[config.mk]
export PLATFORM = sky130hd
export DESIGN_NAME = sw_out_arb
export DESIGN_NICKNAME = d
export VERILOG_FILES = /design/src/rtl/sw_out_arb.sv
export SDC_FILE = /design/constraint.sdc
export NUM_CORES = 1
export LEC_CHECK = 0
export ABC_CLOCK_PERIOD_IN_PS = 2250
export CORE_UTILIZATION = 34
export CTS_BUF_LIST = sky130_fd_sc_hd__clkbuf_8
export DETAILED_ROUTE_END_ITERATION = 6
export PLACE_DENSITY_LB_ADDON = 0.12
export SLEW_MARGIN = 30
export SYNTH_ARGS = -nofsm -noshare
export SYNTH_HDL_FRONTEND = slang
export SYNTH_SLANG_ARGS = --single-unit
export TNS_END_PERCENT = 1
[constraint.sdc]
create_clock -name clk -period 2.25 [get_ports clk]
set_clock_uncertainty 0.05 [all_clocks]
set_input_delay 0.45 -clock clk [delete_from_list [all_inputs] [get_ports clk]]
set_output_delay 0.45 -clock clk [all_outputs]
set_load 0.05 [all_outputs]
[src/rtl/sw_out_arb.sv]
// Per-output-port round-robin arbiter and flit mux for the packet switch.
// Grants one requesting input at a time and forwards its flits until TAIL.
module sw_out_arb #(
  parameter  int NIN = 4,
  parameter  int W   = 32,
  localparam int IW  = $clog2(NIN)
) (
  input  logic                 clk,
  input  logic                 rst,
  input  logic [NIN-1:0]       req,
  input  logic [2*NIN-1:0]     in_type,
  input  logic [W*NIN-1:0]     in_data,
  output logic [NIN-1:0]       ack,
  output logic                 out_valid,
  output logic [1:0]           out_type,
  output logic [W-1:0]         out_data,
  output logic                 busy,
  output logic [IW-1:0]        owner,
  output logic                 abort
);

  localparam logic [1:0] TYPE_TAIL = 2'b10;

  typedef enum logic [1:0] {
    IDLE  = 2'd0,
    GRANT = 2'd1,
    XFER  = 2'd2
  } state_t;

  state_t          state, state_n;
  logic [IW-1:0]   ptr, ptr_n;
  logic [IW-1:0]   owner_n;
  logic [IW-1:0]   winner;
  logic [IW-1:0]   owner_inc;
  logic [1:0]      own_type;
  logic [W-1:0]    own_data;
  logic            own_req;
  logic            take;

  assign own_type  = in_type[2*owner +: 2];
  assign own_data  = in_data[W*owner +: W];
  assign own_req   = req[owner];
  assign owner_inc = (owner == IW'(NIN-1)) ? '0 : owner + 1'b1;
  assign busy      = (state != IDLE);

  // Round-robin scan starting at ptr; index wraps modulo NIN, which need not be a power of two.
  always_comb begin
    int   idx;
    logic found;
    // NOTE: every variable written here gets a default first so no latch is inferred.
    winner = ptr;
    found  = 1'b0;
    idx    = 0;
    for (int k = 0; k < NIN; k++) begin
      idx = int'(ptr) + k;
      if (idx >= NIN) idx = idx - NIN;
      if (!found && req[idx]) begin
        found  = 1'b1;
        winner = IW'(idx);
      end
    end
  end

  always_comb begin
    state_n = state;
    owner_n = owner;
    ptr_n   = ptr;
    ack     = '0;
    abort   = 1'b0;
    take    = 1'b0;
    case (state)
      IDLE: begin
        if (|req) begin
          owner_n = winner;
          state_n = GRANT;
        end
      end
      GRANT: begin
        ack[owner] = 1'b1;
        take       = 1'b1;
        state_n    = XFER;
      end
      XFER: begin
        // TAIL wins over a dropped req: same-cycle drop is a normal completion.
        if (own_type == TYPE_TAIL) begin
          take    = 1'b1;
          ptr_n   = owner_inc;
          state_n = IDLE;
        end else if (!own_req) begin
          abort   = 1'b1;
          ptr_n   = owner_inc;
          state_n = IDLE;
        end else begin
          take    = 1'b1;
        end
      end
      default: state_n = IDLE;
    endcase
  end

  // NOTE: sequential state uses non-blocking assignments so all registers update together.
  always_ff @(posedge clk or posedge rst) begin
    if (rst) begin
      state     <= IDLE;
      ptr       <= '0;
      owner     <= '0;
      out_valid <= 1'b0;
      // NOTE: the output payload register is reset too, so the port shows zeros after reset.
      out_type  <= '0;
      out_data  <= '0;
    end else begin
      state     <= state_n;
      ptr       <= ptr_n;
      owner     <= owner_n;
      out_valid <= take;
      if (take) begin
        out_type <= own_type;
        out_data <= own_data;
      end
    end
  end

endmodule
==> summary.md <==
| Metric | Value |
|---|---|
| Largest family of logic cells by synthesized area | `multiplexers` |
| Drt initial violations | `90` |
| Synth warnings | `0` |
| Most frequent cells in the layout | `clkdlybuf4s50_1 (170), dfrtp_1 (39), mux4_2 (35), mux2_4 (29), buf_4 (17)` |
| Fin crit share | `1.00` |
| Data arrival, critical path | `1.76 ns` |
| Clock Latency Late Sink | `0.29 ns` |
| Site Rows | `32` |
| Core ar. | `7810 sq um` |
| Synth Area in Compound Gates | `0.0275` |
| Drt total wl | `8060 um` |
| Starting Density | `0.355` |
| Max Slew Vio Count | `0` |
| Crit end category | `output pin` |
| CP Cell Sequence | `clkdlybuf4s50_1 > mux4_2 > buf_4 > nor2_4 > buf_12` |
| Crit Path Category | `in2out` |
| Die Y | `92.3 um` |
| Num CTS Buffers | `5` |
| Syn_nets | `321` |
| Switching fraction of total power | `0.443` |
| Clock slew at reported path FFs | `0.08 ns` |
| Hold Path Class | `in2async` |
| Fraction of layout cells with a size suffix above 1 | `0.309` |
| Seq cells post-synth | `41` |
| Net switching power | `0.00308 W` |
| Nets | `519` |
| Die area | `8520 sq um` |
| P_int | `0.00387 W` |
| Total track usage | `0.193` |
| Pwr Density | `1400 nW/um^2` |
| Non-filler cells, final | `471` |
| Pleak | `2.02 nW` |
| Via/cell ratio | `4.87` |
| Setup_tns | `-0.00849 ns` |
| Fin. Hold Viols | `0` |
| Vias in the first global route | `2519` |
| R2r startpoint | `owner[0]$_DFFE_PP0P_` |
| Bufs and invs on worst path | `3` |
| Outcome | `finished with violations` |
| Drt wl/cell | `17.1 um` |
| Combinational fraction of design power | `0.733` |
| Fill cells | `592` |
| First-pass GRT wire length | `12600 um` |
| Clk network pwr share | `0.070` |
| Top post-synthesis cells by area | `dfrtp_1 (37%), mux4_2 (28%), mux2_4 (16%), mux2_2 (3.7%), ha_1 (3.6%)` |
| Root Driver | `clkbuf_8` |
| Dpl hpwl | `6540 um` |
| Via total after detailed routing | `2296` |
| PortBufs | `184` |
| Placer Congestion | `0.774` |
| Slowest-stage cell, CP | `mux4_2` |
| CP startpoint kind | `input pin` |
| Area growth, synth to finish | `79.4%` |
| Gate Count Post-Synth | `171` |
| CTS tree | `yes` |
| CP startpoint | `req[2]` |
| 1st-pass router iterations | `4` |
| Register area | `1030 sq um` |
| Die W | `92.3 um` |
| Failing checks | `setup timing` |
| Most common cell after layout, fill and taps aside | `clkdlybuf4s50_1` |
| Initial antenna violation count | `0` |
| Multi-input logic area | `1630 sq um` |
| Final setup violation count | `2` |
| Final worst path period need | `2.26 ns` |
| XOR/XNOR share of the synthesized area | `0` |
| Post-synthesis mux area share | `0.479` |
| Final WS setup | `-0.00755 ns` |
| Sequential share of power | `0.197` |
| Simple-gate share of the synthesized area | `0.0420` |
| CP top delay family | `buffers and inverters` |
| Total grt overflow | `0` |
| Max-Cap Viols | `0` |
| Post-layout util | `0.637` |
| RSZ-0062 raised after global routing | `yes` |
| Largest net degree at the start of global routing | `38` |
| Worst Tran Pin Value | `0.541 ns` |
| Synth Cell Area | `2770 sq um` |
| Post-synthesis sequential area ratio | `0.370` |
| DRT antenna net count | `0` |
| Longest Clk Path Bufs | `2` |
| Fmax | `443 MHz` |
| N_diodes | `0` |
| Max incr delay on CP | `0.48 ns` |
| Worst-path maximum fanout | `2` |
| Relative slew slack | `0.638` |
| Worst EP required | `1.75 ns` |
| Area leader, netlist | `dfrtp_1` |
| # IOs | `185` |
| CTS H-tree lvls | `2` |
| DR DRC count | `0` |
| Clock sink count | `41` |
| Hold-fix buffers at CTS | `0` |
| Synth Area in Adders | `0.0361` |
| Dpl cells | `459` |
| Top-area cell type share of the netlist area | `0.370` |
| Mapped Avg Cell Area | `16.2 sq um` |
| Synth unique cells | `28` |
| Peak supply drop | `949 uV` |
## layer usage
layer,track usage,vias up,share of wire
met5,0,-,0
met4,0.0547,0,0.018
met3,0.0402,13,0.065
met2,0.354,89,0.52
met1,0.224,1133,0.40
li1,-,1061,-
## power groups by stage
stage	Combinational [W]	Clock [W]	Sequential, W
global route	0.00536	0.000550	0.00141
floorplan	0.00239	0	0.00253
finish	0.00509	0.000490	0.00137
detailed placement	0.00504	0	0.00138
global placement	0.00500	0	0.00138
CTS	0.00513	0.000510	0.00137
## registers in the layout, indices dropped and copies added, names as in the netlist
register / cells
out_type: 2
out_valid: 1
out_data: 32
ptr: 2
state: 2
owner: 2
## worst reg2reg max path, cell delays in order (launching register included)
cell and delay, ns:
dfrtp_2 0.44, mux4_2 0.53, nand2b_4 0.17, buf_4 0.15, a21oi_4 0.20, buf_12 0.21, mux2_4 0.32
## cell usage after synthesis
master     count
nor3_1         1
buf_12         3
mux4_2        34
nor2b_1        3
a21oi_1        2
dfrtp_1       41
a32oi_1        1
buf_6          1
a21bo_2        1
nand2b_1       1
clkbuf_1       5
nor3b_1        1
buf_2          1
mux2_2         9
nand2b_4       1
ha_1           8
nor2_1         6
a2111oi_0      1
mux2_4        29
o21ai_0        3
inv_1          7
nor4_1         1
and2_1         4
mux4_1         1
buf_1          1
a21oi_4        1
nand2_1        3
o31ai_1        1
## what timing repair did
action / CTS / global route
pin swaps: 0 / 1
gates resized for setup: 5 / 5
setup endpoints to repair: 3 / 37
buffers inserted: 4 / 1
## per-stage QoR
| step | power, W | hold slack (ns) | cell area, sq um | worst slack (ns) |
|---|---|---|---|---|
| 4_1_cts | 0.00701 | 0.289 | 4950 | -0.0358 |
| 6_report | 0.00695 | 0.301 | 4970 | -0.00755 |
| 3_3_place_gp | 0.00638 | 0.440 | 4830 | -0.162 |
| 5_1_grt | 0.00732 | 0.295 | 4970 | -0.0595 |
| 3_5_place_dp | 0.00642 | 0.445 | 4830 | -0.214 |
| 2_1_floorplan | 0.00493 | 0.453 | 2780 | -0.134 |
## cell families after synthesis
group / Yosys count
buffers and inverters: 18
adders and majority gates: 8
and+or+nand+nor: 21
AOI/OAI and AO/OA: 10
muxes: 73
DFF: 41
## path summary, 6_finish.rpt
kind	endpoint	cells after the start	slack [ns]
worst max-delay path	abort	5	-0.008
worst min-delay path	out_data[14]$_DFFE_PP0P_	2	0.30
worst max register to register	out_data[25]$_DFFE_PP0P_	6	0.07
worst min register to register	out_data[30]$_DFFE_PP0P_	1	0.46
max in group asynchronous	owner[0]$_DFFE_PP0P_	3	1.43
min in group clk	out_data[30]$_DFFE_PP0P_	1	0.46
## area by class of cell
| class | instances | area share |
|---|---|---|
| Clock inverter | 1 | 0.00151 |
| Inverter | 7 | 0.00528 |
| Timing Repair Buffer | 202 | 0.416 |
| Clock buffer | 6 | 0.0166 |
| Tap cell | 102 | 0.0257 |
| Sequential cell | 41 | 0.207 |
| Multi-Input combinational cell | 112 | 0.328 |
Note: power is estimated with default switching activity, not from simulation.
